## config.mk

```make
export PLATFORM = sky130hd
export DESIGN_NAME = uart_tx_frame_flat
export DESIGN_NICKNAME = d
export VERILOG_FILES = /design/src/rtl/uart_tx_frame_if.sv /design/src/rtl/uart_tx_frame.sv /design/src/flat_wrapper.sv
export SDC_FILE = /design/constraint.sdc
export NUM_CORES = 1
export LEC_CHECK = 0
export ABC_AREA = 1
export CELL_PAD_IN_SITES_DETAIL_PLACEMENT = 2
export CELL_PAD_IN_SITES_GLOBAL_PLACEMENT = 2
export CORE_UTILIZATION = 31
export CTS_CLUSTER_SIZE = 14
export DETAILED_ROUTE_END_ITERATION = 8
export PLACE_DENSITY = 0.7
export SYNTH_ARGS = -nofsm -noshare
export SYNTH_HDL_FRONTEND = slang
export SYNTH_SLANG_ARGS = --single-unit
```

## constraint.sdc

```tcl
create_clock -name CLK -period 1.5 [get_ports CLK]
set_input_delay 0.3 -clock CLK [delete_from_list [all_inputs] [get_ports CLK]]
set_output_delay 0.3 -clock CLK [all_outputs]
set_load 0.05 [all_outputs]
```

## src/rtl/uart_tx_frame_if.sv

```systemverilog
// Parallel-to-serial handshake between the system controller (master) and uart_tx_frame (slave).
// STP2 exists only when UART_TX_TWO_STOP_EN is defined.
interface uart_tx_frame_if #(
  parameter int DATA_WIDTH = 8
);
  logic [DATA_WIDTH-1:0] P_DATA;
  logic                  Data_Valid;
  logic                  PAR_EN;
  logic                  PAR_TYP;
`ifdef UART_TX_TWO_STOP_EN
  logic                  STP2;
`endif
  logic                  TX_OUT;
  logic                  Busy;

`ifdef UART_TX_TWO_STOP_EN
  modport master (output P_DATA, output Data_Valid, output PAR_EN, output PAR_TYP,
                  output STP2, input TX_OUT, input Busy);
  modport slave  (input P_DATA, input Data_Valid, input PAR_EN, input PAR_TYP,
                  input STP2, output TX_OUT, output Busy);
`else
  modport master (output P_DATA, output Data_Valid, output PAR_EN, output PAR_TYP,
                  input TX_OUT, input Busy);
  modport slave  (input P_DATA, input Data_Valid, input PAR_EN, input PAR_TYP,
                  output TX_OUT, output Busy);
`endif
endinterface

```

## src/rtl/uart_tx_frame.sv

```systemverilog
// UART transmitter: start, LSB-first data, optional parity, stop; one bit per CLK; Busy blocks new requests.
// Optional second stop bit via UART_TX_TWO_STOP_EN (adds STP2). Start bit appears on the edge that accepts Data_Valid.
module uart_tx_frame #(
  parameter int DATA_WIDTH = 8
) (
  input  logic           CLK,
  input  logic           RST,
  uart_tx_frame_if.slave bus
);
  localparam int CW = (DATA_WIDTH > 1) ? $clog2(DATA_WIDTH) : 1;
  localparam logic [CW-1:0] LAST_BIT = CW'(DATA_WIDTH - 1);

  typedef enum logic [2:0] {
    IDLE   = 3'd0,
    START  = 3'd1,
    DATA   = 3'd2,
    PARITY = 3'd3,
    STOP   = 3'd4
  } state_t;

  state_t                state;
  logic [CW-1:0]         cnt;
  logic [DATA_WIDTH-1:0] data_q;
  logic [DATA_WIDTH-1:0] shreg;
  logic                  par_en_q;
  logic                  par_bit_q;
  logic                  tx_q;
  logic                  busy_q;
`ifdef UART_TX_TWO_STOP_EN
  logic                  stp2_q;
`endif

  assign bus.TX_OUT = tx_q;
  assign bus.Busy   = busy_q;

  always_ff @(posedge CLK or negedge RST) begin
    if (!RST) begin
      state     <= IDLE;
      cnt       <= '0;
      data_q    <= '0;
      shreg     <= '0;
      par_en_q  <= 1'b0;
      par_bit_q <= 1'b0;
      tx_q      <= 1'b1;
      busy_q    <= 1'b0;
`ifdef UART_TX_TWO_STOP_EN
      stp2_q    <= 1'b0;
`endif
    end else begin
      case (state)
        IDLE: begin
          tx_q   <= 1'b1;
          busy_q <= 1'b0;
          if (bus.Data_Valid) begin
            data_q    <= bus.P_DATA;
            par_en_q  <= bus.PAR_EN;
            par_bit_q <= (^bus.P_DATA) ^ bus.PAR_TYP;
`ifdef UART_TX_TWO_STOP_EN
            stp2_q    <= bus.STP2;
`endif
            state     <= START;
            tx_q      <= 1'b0;
            busy_q    <= 1'b1;
          end
        end
        START: begin
          // Bit 0 goes out now; the shift register holds the remaining bits.
          state <= DATA;
          cnt   <= '0;
          tx_q  <= data_q[0];
          shreg <= data_q >> 1;
        end
        DATA: begin
          if (cnt == LAST_BIT) begin
            if (par_en_q) begin
              state <= PARITY;
              tx_q  <= par_bit_q;
            end else begin
              state <= STOP;
              tx_q  <= 1'b1;
            end
          end else begin
            cnt   <= cnt + 1'b1;
            tx_q  <= shreg[0];
            shreg <= shreg >> 1;
          end
        end
        PARITY: begin
          state <= STOP;
          tx_q  <= 1'b1;
        end
        STOP: begin
          tx_q <= 1'b1;
`ifdef UART_TX_TWO_STOP_EN
          if (stp2_q) begin
            stp2_q <= 1'b0;
          end else begin
            state  <= IDLE;
            busy_q <= 1'b0;
          end
`else
          state  <= IDLE;
          busy_q <= 1'b0;
`endif
        end
        default: begin
          state  <= IDLE;
          tx_q   <= 1'b1;
          busy_q <= 1'b0;
        end
      endcase
    end
  end
endmodule

```

## src/flat_wrapper.sv

```systemverilog
// flat-port wrapper written by rule: the top's interface ports become plain ports
module uart_tx_frame_flat 
#(
  parameter int DATA_WIDTH = 8
)
  (CLK, RST, bus_P_DATA, bus_Data_Valid, bus_PAR_EN, bus_PAR_TYP, bus_TX_OUT, bus_Busy);
  uart_tx_frame_if #(.DATA_WIDTH(DATA_WIDTH)) bus_i ();
  input  logic CLK;
  input  logic RST;
  input wire logic [$bits(bus_i.P_DATA)-1:0] bus_P_DATA;
  input wire logic [$bits(bus_i.Data_Valid)-1:0] bus_Data_Valid;
  input wire logic [$bits(bus_i.PAR_EN)-1:0] bus_PAR_EN;
  input wire logic [$bits(bus_i.PAR_TYP)-1:0] bus_PAR_TYP;
  output wire logic [$bits(bus_i.TX_OUT)-1:0] bus_TX_OUT;
  output wire logic [$bits(bus_i.Busy)-1:0] bus_Busy;
  assign bus_i.P_DATA = bus_P_DATA;
  assign bus_i.Data_Valid = bus_Data_Valid;
  assign bus_i.PAR_EN = bus_PAR_EN;
  assign bus_i.PAR_TYP = bus_PAR_TYP;
  assign bus_TX_OUT = bus_i.TX_OUT;
  assign bus_Busy = bus_i.Busy;
  uart_tx_frame #(.DATA_WIDTH(DATA_WIDTH)) u_core (.CLK(CLK), .RST(RST), .bus(bus_i));
endmodule
```

; Word level (Yosys, flattened, before mapping)
; Index checks and enable logic that the tools add are counted.
[totals]
input_bits = 13
ff_bits = 26
[classes]
add_sub_neg = 1
n_eq_ne = 7
n_reduce_logical = 7
mux = 14
n_bitwise = 1
[op_table]
columns = cell, count
row1 = one-hot mux 8 bit (2 select lines), 1
row2 = two-way mux 3 bit, 4
row3 = one-hot mux 3 bit (4 select lines), 1
row4 = two-way mux 8 bit, 1
row5 = parity 8 bit, 1
row6 = "== test 3 x 2 -> 1 bit, second input constant", 2
row7 = one-hot mux 3 bit (2 select lines), 1
row8 = AND reduction 2 bit, 3
row9 = two-way mux 1 bit, 4
row10 = "inequality test 2 bit, second input constant", 2
row11 = "adder 3 x 1 -> 3 bit, second input constant", 1
row12 = "== test 3 x 1 -> 1 bit, second input constant", 1
row13 = "== test 3 bit, second input constant", 1
row14 = logical NOT 3 bit, 1
row15 = one-hot mux 1 bit (3 select lines), 1
row16 = OR reduction 3 bit, 1
row17 = "inequality test 2 x 1 -> 1 bit, second input constant", 1
row18 = one-hot mux 1 bit (2 select lines), 1
row19 = nonzero test 2 bit, 1
row20 = XOR 1 bit, 1

; Depth between registers and ports, before layout
; Gate-level depths: netlist of run 1.
[logic_depth]
ltp_word = 3
mapped_depth = 10

; Worst setup path after synthesis of run 1
; OpenSTA, ideal clock, no wires.
[synth_timing]
path_kind = register to register
start = reg u_core.cnt[0]
end = reg u_core.shreg[3]
setup_ns = 0.074
arrival_ns = 1.251
setup_slack_ns = 0.175
synth_period_minus_slack_ns = 1.325
stages_incl_launch_ff = 9
path_cell_list = dfrtp_1 > ha_1 > ha_1 > inv_1 > nand2_4 > nand2_4 > buf_12 > o211ai_2 > o21ai_2
[synth_via]
elab_chain_len = 3
[synth_rtl]
columns = item, line
row1 = "start, declared", uart_tx_frame.sv:22  ; logic [CW-1:0] cnt;
row2 = "start signal, assigned", uart_tx_frame.sv:83  ; cnt <= cnt + 1'b1;
row3 = == test 3 bit, uart_tx_frame.sv:74  ; if (cnt == LAST_BIT) begin
row4 = inequality test 2 bit (no line), --
row5 = AND reduction 2 bit (no line), --
row6 = "end signal, assigned", uart_tx_frame.sv:71  ; shreg <= data_q >> 1;
row7 = "end signal, assigned", uart_tx_frame.sv:85  ; shreg <= shreg >> 1;
row8 = "end, declared", uart_tx_frame.sv:24  ; logic [DATA_WIDTH-1:0] shreg;
; No other way between the ends.
; A chain may end at the register's enable or synchronous reset.

; Final worst setup path of run 1
; Same ends and word-level chain as after synthesis.

==> results of run 1 <==
critical path, stage by stage, from the launching register on:
cell and delay, ns:
dfrtp_1 0.41, ha_1 0.21, ha_1 0.21, inv_2 0.08
nand2_4 0.08, nand2_8 0.09, buf_12 0.12, o211ai_2 0.08
o21ai_2 0.06
worst max-delay path by stage:
stage	startpoint	to	slack (ns)
4_1_cts	u_core.cnt[0]	u_core.shreg[3]	0.02
3_5_place_dp	bus_P_DATA[1]	u_core.par_bit_q	-0.05
2_1_floorplan	u_core.cnt[0]	u_core.shreg[3]	0.17
5_1_grt	u_core.cnt[0]	u_core.bus.TX_OUT	0.02
3_3_place_gp	bus_P_DATA[3]	u_core.par_bit_q	0.03
6_report	u_core.cnt[0]	u_core.shreg[3]	0.08
kinds of logic after synthesis:
group / after synthesis / synth area share, %
AOI/OAI and AO/OA: 30 / 15.4
xor gates and xnor gates: 1 / 0.688
adders and majority gates: 2 / 1.97
buffers and inverters: 27 / 9.64
DFF: 25 / 49.3
and+or+nand+nor: 67 / 23.0
report_power, final:
part | internal [mW] | switching (mW) | total [mW]
Clock | 0.188 | 0.231 | 0.419
Combinational | 0.674 | 0.942 | 1.62
Sequential | 1.01 | 0.216 | 1.23
cell usage in the layout, fill, tap and decap left out, types with 2 or more instances in the layout:
cell type        instances
nand2_1                 52
dfrtp_1                 24
inv_1                   21
o21ai_0                 15
clkdlybuf4s50_1         12
nand3_1                  7
buf_4                    6
inv_2                    3
o211ai_2                 3
o21ai_2                  3
clkbuf_8                 3
buf_12                   3
nor2_1                   2
a21oi_1                  2
o21ai_1                  2
o211ai_1                 2
ha_1                     2
area by class of cell:
class                           instances  area (um2)  share of cell area, %
Inverter                               24        90.1                   5.69
Clock inverter                          1        7.51                  0.474
Clock buffer                            3        41.3                   2.61
Timing Repair Buffer                   21         225                   14.2
Tap cell                               48        60.1                   3.79
Sequential cell                        25         627                   39.6
Multi-Input combinational cell        100         532                   33.6
timing repair:
| action | CTS | global route |
|---|---|---|
| setup endpoints to repair | 1 | 6 |
| hold buffers | 0 | 0 |
| gates resized for setup | 1 | 2 |
metrics by stage:
stage	worst slack, ns	hold WS, ns	total power [mW]	util (%)
after CTS	0.0169	0.402	3.29	41.4
after global placement	0.0318	0.459	2.74	40.2
after floorplan	0.175	0.00441	2.30	-
final	0.0849	0.388	3.26	41.7
after detailed placement	-0.0532	0.486	2.86	40.2
after global routing	0.0166	0.415	3.56	41.7
sequential cells by signal, indices dropped and copies added, names as in the netlist:
signal	flops
u_core.cnt	3
u_core.data_q	8
u_core.par_en_q	1
u_core.par_bit_q	1
u_core.state	3
u_core.bus.TX_OUT	1
u_core.bus.Busy	1
u_core.shreg	7
per-layer routing:
metal / share of wire (%) / track usage, % / routed length (um) / vias up
li1: - / - / - / 525
met5: 0 / 0 / 0 / -
met2: 50 / 28.8 / 1480 / 16
met1: 47 / 19.2 / 1400 / 529
met4: 0.91 / 5.59 / 27 / 0
met3: 2.0 / 1.55 / 60 / 2
==> metrics.md, run 1 <==
| Metric | Value |
|---|---|
| Fin crit share | a little over nine tenths |
| EDFF count, synth | 0 |
| Placed cell count | 218 |
| # DRC | 0 |
| Most common cell in the synthesized netlist | nand2_1 |
| Critical path type | reg -> reg |
| Final hold violation count | 0 |
| Outcome | complete, no violations |
| Worst slew pin tran | between 0.3 and 0.4 ns |
| DRT iter0 DRCs | 19 |
| Dominant cell type by area after synthesis | dfrtp_1 |
| Final ANT Viol Nets | 0 |
| Critical register-to-register path startpoint | u_core.cnt[0] |
| Chip Width | roughly 66 um |
| Post-synth cell types | 26 |
| Cells after synthesis | roughly 150 |
| Async S/R FF share, synth | between 90% and 100% |
| Synthesis Warnings | 0 |
| Port Buffers | 14 |
| CP Max Fanout | 7 |
| Worst Skew | between 0.001 and 0.0015 ns |
| Global placer's final weighted congestion | between 0.7 and 0.8 |
| Drt wl/cell | about 13 um |
| Die Ht | 66.1 um |
| TritonCTS buffer count | 3 |
| Final setup vio count | 0 |
| Commonest cells in the netlist | nand2_1 (52), dfrtp_1 (24), inv_1 (23), o21ai_0 (15), nand3_1 (7) |
| Slew margin rel. | 78.1% |
| Largest net degree at the start of global routing | 26 |
| Hold WC Path Type | in -> async |
| Worst r2r dst | u_core.shreg[3] |
| Ant. Diodes | 0 |
| Final number of max-transition violations | 0 |
| Reg2Reg Depth | 8 |
| Routed via count | roughly 1100 |
| H-tree levels | 1 |
| Starting Density | 33.5% |
| Area contributors post-synth | dfrtp_1 (47%), nand2_1 (15%), inv_1 (6.8%), o21ai_0 (5.9%), o211ai_2 (2.9%) |
| Die area | roughly 4400 um2 |
| PD cells | 2060 nW/um2 |
| Post-route setup TNS | 0 ns |
| Post-Syn Area | around 1300 um2 |
| Total I/O pin count | 15 |
| FMAX | around 0.71 GHz |
| Average cell area after synthesis | between 8 and 9 um2 |
| Initial antenna violation count | 0 |
| Leakage | ~0.78 nW |
| Tmin final | between 1 and 1.5 ns |
| Dominant synthesized flop cell | dfrtp_1 |
| Std-Cell Rows | 22 |
| Drt pass-1 iters | 4 |
| Post-synthesis sequential area ratio | 49.3% |
| Max Cap Viol | 0 |
| Clock-pin slew on the worst setup and hold paths | around 0.09 ns |
| Vias in the first global route | ~1200 |
| CP arrival | 1.62 ns |
| Area share of the largest cell type after synthesis | about 47% |
| CTS root buf | clkbuf_8 |
| Setup bufs post-CTS | 0 |
| CP Data Required Time | between 1.5 and 2 ns |
| Syn-to-layout area delta | 24.4% |
| Layout Cells excl Fill | 222 |
| GRT Total Usage | 15.9% |
| Final instance area | about 1600 um2 |
| Global-route wire length before repair | between 5000 and 6000 um |
| Total clock sinks | 25 |
| Critical Path Start Type | flip-flop |
| CTS max path bufs | 2 |
| Flops & latches, synth | 25 |
| Peak supply drop | 0.547 mV |
| Share of cells above drive strength 1 | ~16% |
| Worst reg-to-reg setup slack | 0.08 ns |
| DP Area | ~1500 um2 |
| Core ar. | 3800 um2 |
| RSZ-0062 raised after global routing | false |
| Total gr overflow | 0 |
| Worst setup EP type | flip-flop |
| Final nets | between 150 and 200 |
| Syn nets | 167 |
| Drt via density | between 4 and 5 |
| Layout fillers | around 440 |
| Routed WL | about 3000 um |
| Worst skew pair latency | 0.27 ns |
| Detailed Place HPWL | 2410 um |
| CTS tree | yes |
No activity file was read; power rests on OpenSTA's default activity.
==> run 2: changes to the inputs <==
--- a/config.mk
+++ b/config.mk
@@ -8,10 +8,11 @@
 export ABC_AREA = 1
 export CELL_PAD_IN_SITES_DETAIL_PLACEMENT = 2
 export CELL_PAD_IN_SITES_GLOBAL_PLACEMENT = 2
-export CORE_UTILIZATION = 31
+export CORE_ASPECT_RATIO = 2
+export CORE_UTILIZATION = 32
 export CTS_CLUSTER_SIZE = 14
 export DETAILED_ROUTE_END_ITERATION = 8
-export PLACE_DENSITY = 0.7
+export PLACE_DENSITY = 0.72
 export SYNTH_ARGS = -nofsm -noshare
 export SYNTH_HDL_FRONTEND = slang
 export SYNTH_SLANG_ARGS = --single-unit
==> run 2 against run 1 <==
Compared with the run above: core utilization grew 0.23 points; clock-buffer cell count up 1; clock power is 7.2% lower; combinational power is 4% higher; sequential power is essentially flat; sequential cell count is the same; setup slack got worse by 0.046 ns; design area grew 1.7%; wire length increased by 6.1%; global-route usage increased by 1.2 points.
==> metrics.md, run 2 (synthesis gave the netlist of run 1 again) <==
| Metric | Value |
|---|---|
| Die area | 4250 um2 (was 4370 um2) |
| Commonest non-fill, non-tap cells in the layout | nand2_1 (52), dfrtp_1 (24), inv_1 (21) (unchanged) |
| Met1 GRT Util | 17.6% (was 19.2%) |
| Detailed Place HPWL | 2510 um (was 2410 um) |
| GRT met3 Usage | 1.39% (was 1.55%) |
| CP Data Required Time | 1.66 ns (was 1.71 ns) |
| Drt pass-1 iters | 3 (was 4) |
| Commonest non-fill, non-tap cell in the layout | nand2_1 (unchanged) |
| Outcome | complete, no violations (unchanged) |
| Clock-pin slew on the worst setup and hold paths | 0.08 ns (was 0.09 ns) |
| Worst skew pair latency | 0.26 ns (was 0.27 ns) |
| Max Cap Viol | 0 (unchanged) |
| FMAX | 0.685 GHz (was 0.707 GHz) |
| Worst path slowest cell | dfrtp_1 (unchanged) |
| Final Util | 41.9% (was 41.7%) |
| CP arrival | 1.62 ns (about the same) |
| Drt wl/cell | 13.9 um (was 13.4 um) |
| Critical path type | reg -> reg (unchanged) |
| Slew margin rel. | 82.7% (was 78.1%) |
| CTS root buf | clkbuf_8 (unchanged) |
| Core ar. | 3840 um2 (was 3800 um2) |
| Biggest register | u_core.data_q (unchanged) |
| Hold WC Path Type | in -> async (unchanged) |
| CP Max Fanout | 3 (was 7) |
| Final nets | 191 (was 190) |
| Global placer's final weighted congestion | 0.845 (was 0.742) |
| # DRC | 0 (unchanged) |
| Final hold violation count | 0 (unchanged) |
| Busiest grt layer | met2 (unchanged) |
| Leakage | 0.789 nW (was 0.780 nW) |
| Vias in the first global route | 1274 (was 1177) |
| Critical Path Start Type | flip-flop (unchanged) |
| GRT Total Usage | 17.0% (was 15.9%) |
| Tot Pwr | 3.30 mW (was 3.26 mW) |
| Crit path largest cell delay | 0.39 ns (was 0.41 ns) |
| Largest register FFs | 8 (unchanged) |
| M2 GR Usage | 32.2% (was 28.8%) |
| Worst slew pin tran | 0.258 ns (was 0.329 ns) |
| TritonCTS buffer count | 3 (unchanged) |
| Worst Skew | 0.00366 ns (was 0.00108 ns) |
| Routed via count | 1102 (was 1072) |
| Share of cells above drive strength 1 | 17.1% (was 16.1%) |
| CTS tree | yes (unchanged) |
| Final ANT Viol Nets | 0 (unchanged) |
| Layout fillers | 448 (was 443) |
| Cells along the critical path | ha_1 > ha_2 > inv_2 > nand2_4 > buf_4 > nand2_1 > a211oi_1 (was ha_1 > ha_1 > inv_2 > nand2_4 > nand2_8 > buf_12 > o211ai_2 > o21ai_2) |
| Post_cts resized | 1 (unchanged) |
| Final setup vio count | 0 (unchanged) |
| Initial antenna violation count | 0 (unchanged) |
| Hold_buf cts | 0 (unchanged) |
| Drt via density | 4.88 (was 4.83) |
| Total clock sinks | 25 (unchanged) |
| Peak supply drop | 0.682 mV (was 0.547 mV) |
| H-tree levels | 1 (unchanged) |
| Chip Width | 46.6 um (was 66.1 um) |
| Largest net degree at the start of global routing | 26 (unchanged) |
| Port Buffers | 14 (unchanged) |
| Worst slack, placed | -0.0433 ns (was -0.0532 ns) |
| Tmin final | 1.46 ns (was 1.42 ns) |
| Std-Cell Rows | 32 (was 22) |
| DRT iter0 DRCs | 11 (was 19) |
| PD cells | 2050 nW/um2 (was 2060 nW/um2) |
| Global-route wire length before repair | 5460 um (was 5250 um) |
| Fin crit share | 97.4% (was 94.3%) |
| Post-route worst setup slack | 0.0394 ns (was 0.0849 ns) |
| Total I/O pin count | 15 (unchanged) |
| Total gr overflow | 0 (unchanged) |
| Post-route setup TNS | 0 ns (unchanged) |
| Starting Density | 33.1% (was 33.5%) |
| Syn-to-layout area delta | 26.5% (was 24.4%) |
| Routed WL | 3150 um (was 2960 um) |
| Ant. Diodes | 0 (unchanged) |
| Min Hold Slack | 0.378 ns (was 0.388 ns) |
| Final number of max-transition violations | 0 (unchanged) |
| CTS max path bufs | 2 (unchanged) |
| Top Registers | u_core.data_q (8), u_core.shreg (7) (unchanged) |
| Setup bufs post-CTS | 0 (unchanged) |
| Worst setup EP type | flip-flop (unchanged) |
| Die Ht | 91.2 um (was 66.1 um) |
run 2: path summary, 6_finish.rpt:
check                                          to  cells after the start  slack (ns)        startpoint
worst max-delay path              u_core.state[2]                      7        0.04     u_core.cnt[0]
worst min-delay path              u_core.shreg[0]                      2        0.38               RST
worst max register to register    u_core.state[2]                      7        0.04     u_core.cnt[0]
worst min register to register   u_core.data_q[2]                      2        0.51  u_core.data_q[2]
max in group asynchronous       u_core.bus.TX_OUT                      2        0.90               RST
min in group CLK                 u_core.data_q[2]                      2        0.51  u_core.data_q[2]
run 2: power by group:
part | switching, mW | internal (mW) | leakage, nW
logic | 0.991 | 0.698 | 0.453
registers | 0.213 | 1.01 | 0.313
clock network | 0.199 | 0.190 | 0.0228
total | 1.40 | 1.90 | 0.789
run 2: per-stage QoR:
step           area [um2]  instances
6_report             1610        226
2_1_floorplan        1270        152
5_1_grt              1610        226
3_5_place_dp         1550        222
3_3_place_gp         1550        222
4_1_cts              1590        226
run 2: layer usage:
| metal | part of all wire, % | vias to the layer above |
|---|---|---|
| met1 | 37 | 553 |
| li1 | - | 530 |
| met5 | 0 | - |
| met4 | 1.4 | 0 |
| met3 | 1.8 | 4 |
| met2 | 60 | 15 |
run 2: critical path: cells and delay by family, from the launching register on:
family | cells | cell delay, ns
flip-flops | 1 | 0.39
adder cells (fa/ha/maj) | 2 | 0.35
buffers and inverters | 2 | 0.19
AND/OR/NAND/NOR | 2 | 0.19
AO/OA/AOI/OAI | 1 | 0.24
run 2: layout make-up:
type	count	area (um2)	share of cell area [%]
Clock buffer	4	45.0	2.80
Multi-Input combinational cell	100	539	33.5
Sequential cell	25	627	38.9
Timing Repair Buffer	22	245	15.2
Tap cell	51	63.8	3.96
Inverter	24	90.1	5.59
